## src/rtl/adc_scan_sched_pkg.sv

```systemverilog
// Shared types and helpers for the ADC channel scan scheduler.
package adc_sched_pkg;

    typedef enum logic [1:0] {
        IDLE,
        RUN,
        ERR
    } state_t;

    localparam int unsigned CH_BITS_DEF    = 5;
    localparam int unsigned NUM_OF_ADC_DEF = 4;

    // Widest channel mask the helper accepts; callers zero-extend narrower masks.
    localparam int unsigned MAX_CH_BITS = 8;
    localparam int unsigned MAX_CH      = 2 ** MAX_CH_BITS;

    typedef struct packed {
        logic                   found;
        logic [MAX_CH_BITS-1:0] idx;
    } low_t;

    // Index of the lowest set bit; idx is 0 and found is 0 for an empty mask.
    function automatic low_t lowest_set(input logic [MAX_CH-1:0] mask);
        low_t r;
        r = '0;
        for (int unsigned i = 0; i < MAX_CH; i++) begin
            if (mask[i] && !r.found) begin
                r.found = 1'b1;
                r.idx   = MAX_CH_BITS'(i);
            end
        end
        return r;
    endfunction

endpackage

```

## src/rtl/adc_scan_sched_if.sv

```systemverilog
// Merged sample stream handshake as seen by the scan scheduler (monitor only).
interface adc_scan_sched_if #(
    parameter int unsigned ID_BITS = 3
);
    logic               smp_valid;
    logic               smp_ready;
    logic [ID_BITS-1:0] smp_adc;

    modport master (output smp_valid, output smp_ready, output smp_adc);
    modport slave  (input  smp_valid, input  smp_ready, input  smp_adc);
endinterface

```

## src/rtl/adc_scan_sched_next_ch_find.sv

```systemverilog
// Combinational search for the next enabled channel above the current one.
module next_ch_find
    import adc_sched_pkg::*;
#(
    parameter int unsigned CH_BITS = CH_BITS_DEF
) (
    input  logic [2**CH_BITS-1:0] mask,
    input  logic [CH_BITS-1:0]    cur,
    output logic [CH_BITS-1:0]    nxt,
    output logic [CH_BITS-1:0]    low,
    output logic                  wrap,
    output logic                  empty
);
    localparam int unsigned NCH = 2 ** CH_BITS;

    logic [MAX_CH-1:0] ext;
    low_t              lo;
    logic              above;

    // Lowest enabled channel, and first enabled channel strictly above cur.
    always_comb begin
        ext          = '0;
        ext[NCH-1:0] = mask;
        lo           = lowest_set(ext);
        low          = CH_BITS'(lo.idx);
        empty        = ~lo.found;
        nxt          = CH_BITS'(lo.idx);
        above        = 1'b0;
        for (int unsigned i = 0; i < NCH; i++) begin
            if (mask[i] && !above && (i > 32'(cur))) begin
                above = 1'b1;
                nxt   = CH_BITS'(i);
            end
        end
        wrap = ~above;
    end

endmodule

```

## src/rtl/adc_scan_sched.sv

```systemverilog
// Channel scan scheduler: walks each ADC through its enabled-channel list,
// one step per accepted sample, counts full scans and flags a stalled stream.
module adc_scan_sched
    import adc_sched_pkg::*;
#(
    parameter int unsigned NUM_OF_ADC     = NUM_OF_ADC_DEF,
    parameter int unsigned CH_BITS        = CH_BITS_DEF,
    parameter int unsigned ID_BITS        = 3,
    parameter int unsigned TIMEOUT_CYCLES = 4096,
    parameter int unsigned CNT_WIDTH      = 16
) (
    input  logic                  CLK,
    input  logic                  rst,
    input  logic                  enable,
    input  logic [2**CH_BITS-1:0] ch_mask [0:NUM_OF_ADC-1],
    adc_scan_sched_if.slave       smp,
    output logic [CH_BITS-1:0]    sel [0:NUM_OF_ADC-1],
    output logic                  busy,
    output logic                  scan_done,
    output logic [CNT_WIDTH-1:0]  scan_count,
    output logic                  timeout_err
);
    localparam int unsigned NCH  = 2 ** CH_BITS;
    localparam int unsigned TW   = $clog2(TIMEOUT_CYCLES);
    localparam logic [TW-1:0] TMAX = TW'(TIMEOUT_CYCLES - 1);

    state_t                state_q, state_d;
    logic [NCH-1:0]        mask_q    [0:NUM_OF_ADC-1];
    logic [CH_BITS-1:0]    start_sel [0:NUM_OF_ADC-1];
    logic [CH_BITS-1:0]    nxt_ch    [0:NUM_OF_ADC-1];
    logic [CH_BITS-1:0]    low_ch    [0:NUM_OF_ADC-1];
    logic [NUM_OF_ADC-1:0] wrap, empty, step, wrapped, wr_next;
    logic [TW-1:0]         tcnt;
    logic [ID_BITS-1:0]    adc_id;
    logic                  acc, all_done;
    logic                  do_load, do_run, do_err, do_stop;
    logic [MAX_CH-1:0]     ext;
    low_t                  lo;

    assign adc_id = smp.smp_adc;
    assign acc    = smp.smp_valid & smp.smp_ready;

    for (genvar g = 0; g < NUM_OF_ADC; g++) begin : g_find
        next_ch_find #(.CH_BITS(CH_BITS)) u_find (
            .mask  (mask_q[g]),
            .cur   (sel[g]),
            .nxt   (nxt_ch[g]),
            .low   (low_ch[g]),
            .wrap  (wrap[g]),
            .empty (empty[g])
        );
    end

    // Per-ADC step decode, start channels from the live mask, scan completion.
    // Empty-mask ADCs are folded into wr_next so they never block completion.
    always_comb begin
        ext = '0;
        lo  = '0;
        for (int unsigned k = 0; k < NUM_OF_ADC; k++) begin
            step[k]      = acc && (32'(adc_id) == k) && !empty[k];
            ext          = '0;
            ext[NCH-1:0] = ch_mask[k];
            lo           = lowest_set(ext);
            start_sel[k] = lo.found ? CH_BITS'(lo.idx) : '0;
        end
        wr_next  = wrapped | (step & wrap) | empty;
        all_done = (&wr_next) && !(&empty);
    end

    // Next-state logic and per-cycle control strobes.
    always_comb begin
        state_d = state_q;
        do_load = 1'b0;
        do_run  = 1'b0;
        do_err  = 1'b0;
        do_stop = 1'b0;
        case (state_q)
            IDLE: begin
                if (enable) begin
                    state_d = RUN;
                    do_load = 1'b1;
                end
            end
            RUN: begin
                if (!enable) begin
                    state_d = IDLE;
                    do_stop = 1'b1;
                end else begin
                    do_run = 1'b1;
                    if (!acc && (tcnt == TMAX)) begin
                        state_d = ERR;
                        do_err  = 1'b1;
                    end
                end
            end
            ERR: begin
                if (!enable) state_d = IDLE;
            end
            default: state_d = IDLE;
        endcase
    end

    // State, channel selects, wrap tracking, timeout and scan counters.
    always_ff @(posedge CLK) begin
        if (rst) begin
            state_q     <= IDLE;
            busy        <= 1'b0;
            scan_done   <= 1'b0;
            scan_count  <= '0;
            timeout_err <= 1'b0;
            wrapped     <= '0;
            tcnt        <= '0;
            for (int unsigned k = 0; k < NUM_OF_ADC; k++) begin
                sel[k]    <= '0;
                mask_q[k] <= '0;
            end
        end else begin
            state_q   <= state_d;
            busy      <= (state_d == RUN);
            scan_done <= 1'b0;
            if (do_load) begin
                mask_q      <= ch_mask;
                sel         <= start_sel;
                wrapped     <= '0;
                scan_count  <= '0;
                tcnt        <= '0;
                timeout_err <= 1'b0;
            end
            if (do_run) begin
                tcnt <= acc ? '0 : tcnt + TW'(1);
                for (int unsigned k = 0; k < NUM_OF_ADC; k++) begin
                    if (step[k]) sel[k] <= wrap[k] ? low_ch[k] : nxt_ch[k];
                end
                if (all_done) begin
                    wrapped    <= '0;
                    scan_done  <= 1'b1;
                    scan_count <= scan_count + CNT_WIDTH'(1);
                end else begin
                    wrapped <= wr_next;
                end
            end
            if (do_err)  timeout_err <= 1'b1;
            if (do_stop) wrapped     <= '0;
        end
    end

endmodule

```

## src/flat_wrapper.sv

```systemverilog
// flat-port wrapper written by rule: the top's interface ports become plain ports
module adc_scan_sched_flat import adc_sched_pkg::*;
#(
    parameter int unsigned NUM_OF_ADC     = NUM_OF_ADC_DEF,
    parameter int unsigned CH_BITS        = CH_BITS_DEF,
    parameter int unsigned ID_BITS        = 3,
    parameter int unsigned TIMEOUT_CYCLES = 4096,
    parameter int unsigned CNT_WIDTH      = 16
)
  (CLK, rst, enable, ch_mask, sel, busy, scan_done, scan_count, timeout_err, smp_smp_valid, smp_smp_ready, smp_smp_adc);
  adc_scan_sched_if #(.ID_BITS(ID_BITS)) smp_i ();
  input  logic CLK;
  input  logic rst;
  input  logic enable;
  input  logic [2**CH_BITS-1:0] ch_mask[0:NUM_OF_ADC-1];
  output logic [CH_BITS-1:0] sel[0:NUM_OF_ADC-1];
  output logic busy;
  output logic scan_done;
  output logic [CNT_WIDTH-1:0] scan_count;
  output logic timeout_err;
  input wire logic [$bits(smp_i.smp_valid)-1:0] smp_smp_valid;
  input wire logic [$bits(smp_i.smp_ready)-1:0] smp_smp_ready;
  input wire logic [$bits(smp_i.smp_adc)-1:0] smp_smp_adc;
  assign smp_i.smp_valid = smp_smp_valid;
  assign smp_i.smp_ready = smp_smp_ready;
  assign smp_i.smp_adc = smp_smp_adc;
  adc_scan_sched #(.NUM_OF_ADC(NUM_OF_ADC), .CH_BITS(CH_BITS), .ID_BITS(ID_BITS), .TIMEOUT_CYCLES(TIMEOUT_CYCLES), .CNT_WIDTH(CNT_WIDTH)) u_core (.CLK(CLK), .rst(rst), .enable(enable), .ch_mask(ch_mask), .smp(smp_i), .sel(sel), .busy(busy), .scan_done(scan_done), .scan_count(scan_count), .timeout_err(timeout_err));
endmodule
```

## config.mk

```make
export PLATFORM = sky130hd
export DESIGN_NAME = adc_scan_sched_flat
export DESIGN_NICKNAME = d
export VERILOG_FILES = /design/src/rtl/adc_scan_sched_pkg.sv /design/src/rtl/adc_scan_sched_if.sv /design/src/rtl/adc_scan_sched_next_ch_find.sv /design/src/rtl/adc_scan_sched.sv /design/src/flat_wrapper.sv
export SDC_FILE = /design/constraint.sdc
export NUM_CORES = 1
export LEC_CHECK = 0
export BUFFER_PORTS_ARGS = -buffer_cell sky130_fd_sc_hd__buf_2
export CAP_MARGIN = 20
export CORE_ASPECT_RATIO = 0.5
export CORE_MARGIN = 2
export CORE_UTILIZATION = 60
export CTS_CLUSTER_DIAMETER = 50
export DETAILED_ROUTE_END_ITERATION = 12
export GPL_ROUTABILITY_DRIVEN = 0
export GPL_TIMING_DRIVEN = 0
export PLACE_DENSITY = 0.82
export SLEW_MARGIN = 30
export SYNTH_ARGS = -nofsm -noshare
export SYNTH_HDL_FRONTEND = slang
export SYNTH_SLANG_ARGS = --single-unit
```

## constraint.sdc

```tcl
create_clock -name CLK -period 4.25 [get_ports CLK]
set_input_delay 0.2125 -clock CLK [delete_from_list [all_inputs] [get_ports CLK]]
set_output_delay 0.2125 -clock CLK [all_outputs]
set_load 0.02 [all_outputs]
```

==> metrics.cfg <==
[min_path]
min_from=ch_mask[16]
worst_hold_path.num_cells=3
timing.hold.worst_endpoint=u_core.mask_q[16]$_SDFFE_PP0P_
worstHoldPathType=input pin to flop

[routing]
route.detailed.wl_per_inst_um=19.4
drt-pass1-iter-count=12
drt_first_iter_violations=2973
detailroute.via_count=17900
drt_wl_total_mm=51.4
postRouteAntennaNets=0
drcViolationCount=0
vias_per_cell=6.73

[clock_network]
worstSkewPairLatency_ns=0.47
clk_path_buf_depth=2
cts_inserted_buffers=17
post-cts-setup-buffers=0
cts.sinks=185
clock_transition_at_the_registers_of_the_reported_paths_ns=0.08
cts-resized-gates=0
root_buffer=sky130_fd_sc_hd__clkbuf_16
number_of_buffers_added_to_fix_hold_violations_after_cts=13
tritoncts=yes
cts.htree.levels=4

[timing]
rsz0062_at_grt=no
final-hold-violation-count=0
hold_ws_ns=0.00741
final_clock_skew_ns=0.0131
final.period_utilization=0.929
setup_total_negative_slack_ns=0
fmaxAchievable_mhz=253
worst_pin_slew_ns=1.00
clock_period_minus_final_worst_setup_slack_ns=3.95
timing.max_slew.rel_slack=0.333
setup_viol=0
timing_max_transition_violations_final=0

[global_routing]
first_global_vias=15800
total_grt_overflow=0
grt_start_max_net_pins=19
grt_resource_usage_total=0.411
grt_first_pass_wirelength_mm=80.6
grt_antenna_before_repair=2

[cells_and_area]
area_delta_synth_final_pct=14.3
fillcell_total=2127
final_layout_size_suffix_gt1_frac=0.115
final_nets=2467

[critical_path]
path_class=flop to flop
worstSetupEndpointType=flop
worst_r2r_startpoint=u_core.sel[9]$_SDFF_PP0_
cp_startpoint_kind=flop
required_ns=4.64
timing.reg2reg.worst_path_depth=12
rrSetupSlack_ns=0.30
capture_instance_of_the_worst_register_to_register_path=u_core.scan_count[12]$_SDFF_PP0_
timing.critical_path.fanout_max=10
critPathArrivalTime_ns=4.34

[power_and_ir_drop]
power_spent_charging_and_discharging_nets_w=0.00184
worst_vdd_drop_mv=0.295
netSwitchingFraction=0.369
power_per_cell_area_mw_per_mm2=312
cellInternalPower_w=0.00314
seqPwrFrac=0.389
pwr-share-clk=0.334
design_power_w=0.00498
power_frac_comb=0.277
static-leakage-power_nw=5.88

[flow_run]
max_cap_violations=0

[placed_design]
detailedPlacementHpwl_mm=38.5
place.port_buffers=174

[floorplanning]
start_util=0.611
fp-row-count=39
die_area_mm2=0.0246
core_area_mm2=0.0228
die-height_um=112
top_level_ports=175
dieWidth_um=220

[synth]
async_flop_share=0
synthDistinctLibCells=82
syn_inst=2123
ys_ff_latch=185
post_synth_instance_area_mm2=0.0140
postSynth.topFlopCell=sky130_fd_sc_hd__dfxtp_1
syn_area_per_cell_um2=6.57
synth-warning-count=0
synth-edff-count=0
ys_seq_area_frac=0.265
synth.net_count=2261

[status]
status=complete, no violations

## cell families after synthesis
family,share of synthesized area
buf+inv,0.0574
mux,0.000717
simple gates,0.351
flops,0.265
compound gates,0.323
fa+ha+maj,0.00179
## cell usage after synthesis (all sizes together) (18+ instances only)
library cell / instances / share of area
o21ai: 108 / 0.039
nor4: 61 / 0.030
nor2: 213 / 0.057
clkbuf: 76 / 0.021
nor2b: 28 / 0.013
nand4: 25 / 0.012
a211oi: 23 / 0.013
a31oi: 30 / 0.013
inv: 76 / 0.020
a21boi: 18 / 0.0097
o31ai: 20 / 0.011
o21bai: 22 / 0.012
o211ai: 27 / 0.015
nand3: 75 / 0.027
nor3: 68 / 0.024
a21oi: 281 / 0.10
nand2: 426 / 0.12
dfxtp: 185 / 0.27
or3: 22 / 0.0099
buf: 35 / 0.016
## power groups by stage
stage                     sequential (W)  clock (W)  combinational [W]
final                            0.00194    0.00166            0.00138
after detailed placement         0.00197          0            0.00130
after global routing             0.00195    0.00173            0.00149
after global placement           0.00197          0            0.00128
after CTS                        0.00193    0.00165            0.00132
after floorplan                  0.00194          0           0.000894
## metrics by stage
stage               setup slack (ns)  cell area [µm²]   util  instances
detailed placement             0.618            15200  0.666       2604
floorplan                       1.19            14000      -       2123
global route                   0.149            15900  0.698       2651
global placement               0.589            15200  0.666       2604
CTS                            0.549            15900  0.698       2649
finish                         0.300            15900  0.698       2653
## sequential cells by signal (all words and copies together) (netlist names)
signal and cells:
u_core.busy 1, u_core.sel 20, u_core.tcnt 12, u_core.scan_count 16, u_core.timeout_err 1, u_core.state_q 2, u_core.scan_done 1, u_core.wrapped 4
u_core.mask_q 128
## metal layers
metal  vias to the layer above  global-route usage  share of wire  wire, µm
li1                       8265                   -              -         -
met1                      8054               0.540           0.39     20100
met2                      1299               0.616           0.42     21400
met3                       239               0.133           0.15      7560
met4                         0               0.181          0.044      2250
met5                         -                   0              0         0
## worst max-delay path: stages, from the launching register on
cell and delay (ns):
sky130_fd_sc_hd__dfxtp_1 0.37, sky130_fd_sc_hd__buf_4 0.20, sky130_fd_sc_hd__buf_4 0.19, sky130_fd_sc_hd__o31ai_1 0.10, sky130_fd_sc_hd__a222oi_1 0.39, sky130_fd_sc_hd__nand2_1 0.19, sky130_fd_sc_hd__nor4b_1 0.71, sky130_fd_sc_hd__nand3_1 0.36
sky130_fd_sc_hd__a211oi_2 0.40, sky130_fd_sc_hd__buf_6 0.20, sky130_fd_sc_hd__nand2_4 0.09, sky130_fd_sc_hd__or4_1 0.50, sky130_fd_sc_hd__a31oi_1 0.17
## worst max-delay path by stage
stage	from	endpoint	slack (ns)	cells past startpoint
floorplan	u_core.sel[9]$_SDFF_PP0_	u_core.scan_count[12]$_SDFF_PP0_	1.19	12
global placement	u_core.sel[9]$_SDFF_PP0_	u_core.scan_count[12]$_SDFF_PP0_	0.59	12
detailed placement	u_core.sel[9]$_SDFF_PP0_	u_core.scan_count[12]$_SDFF_PP0_	0.62	12
CTS	u_core.sel[9]$_SDFF_PP0_	u_core.scan_count[12]$_SDFF_PP0_	0.55	12
global route	u_core.sel[9]$_SDFF_PP0_	u_core.scan_count[12]$_SDFF_PP0_	0.15	12
finish	u_core.sel[9]$_SDFF_PP0_	u_core.scan_count[12]$_SDFF_PP0_	0.30	12
## cells in the final DEF, fill, tap and decap left out, types with 13 or more instances in the layout
cell,n
sky130_fd_sc_hd__nand2_1,425
sky130_fd_sc_hd__a21oi_1,280
sky130_fd_sc_hd__nor2_1,213
sky130_fd_sc_hd__buf_2,190
sky130_fd_sc_hd__dfxtp_1,185
sky130_fd_sc_hd__o21ai_0,104
sky130_fd_sc_hd__nand3_1,75
sky130_fd_sc_hd__clkbuf_1,74
sky130_fd_sc_hd__inv_1,74
sky130_fd_sc_hd__nor3_1,67
sky130_fd_sc_hd__nor4_1,59
sky130_fd_sc_hd__a31oi_1,30
sky130_fd_sc_hd__nor2b_1,28
sky130_fd_sc_hd__o211ai_1,26
sky130_fd_sc_hd__nand4_1,24
sky130_fd_sc_hd__o21bai_1,22
sky130_fd_sc_hd__or3_1,22
sky130_fd_sc_hd__a211oi_1,21
sky130_fd_sc_hd__o31ai_1,20
sky130_fd_sc_hd__o22ai_1,17
sky130_fd_sc_hd__and3_1,17
sky130_fd_sc_hd__clkbuf_16,17
sky130_fd_sc_hd__nand2b_1,16
sky130_fd_sc_hd__o221ai_1,16
sky130_fd_sc_hd__nor3b_1,15
sky130_fd_sc_hd__a311oi_1,15
sky130_fd_sc_hd__or4_1,15
sky130_fd_sc_hd__a21boi_0,14
sky130_fd_sc_hd__o21a_1,14
sky130_fd_sc_hd__and2_1,14
sky130_fd_sc_hd__a221oi_1,13
sky130_fd_sc_hd__dlygate4sd3_1,13
## final cells by class
| cell class | count | area [µm²] | area share |
|---|---|---|---|
| multi-input combinational | 1751 | 9450 | 0.593 |
| tap | 307 | 384 | 0.0241 |
| clock inverter | 15 | 169 | 0.0106 |
| clock buffer | 17 | 425 | 0.0267 |
| inverter | 76 | 285 | 0.0179 |
| buffer | 111 | 517 | 0.0324 |
| sequential | 185 | 3700 | 0.232 |
| antenna | 4 | 10.0 | 0.000628 |
| timing repair buffer | 187 | 1000 | 0.0628 |
Power figures use the tool's default switching activity.
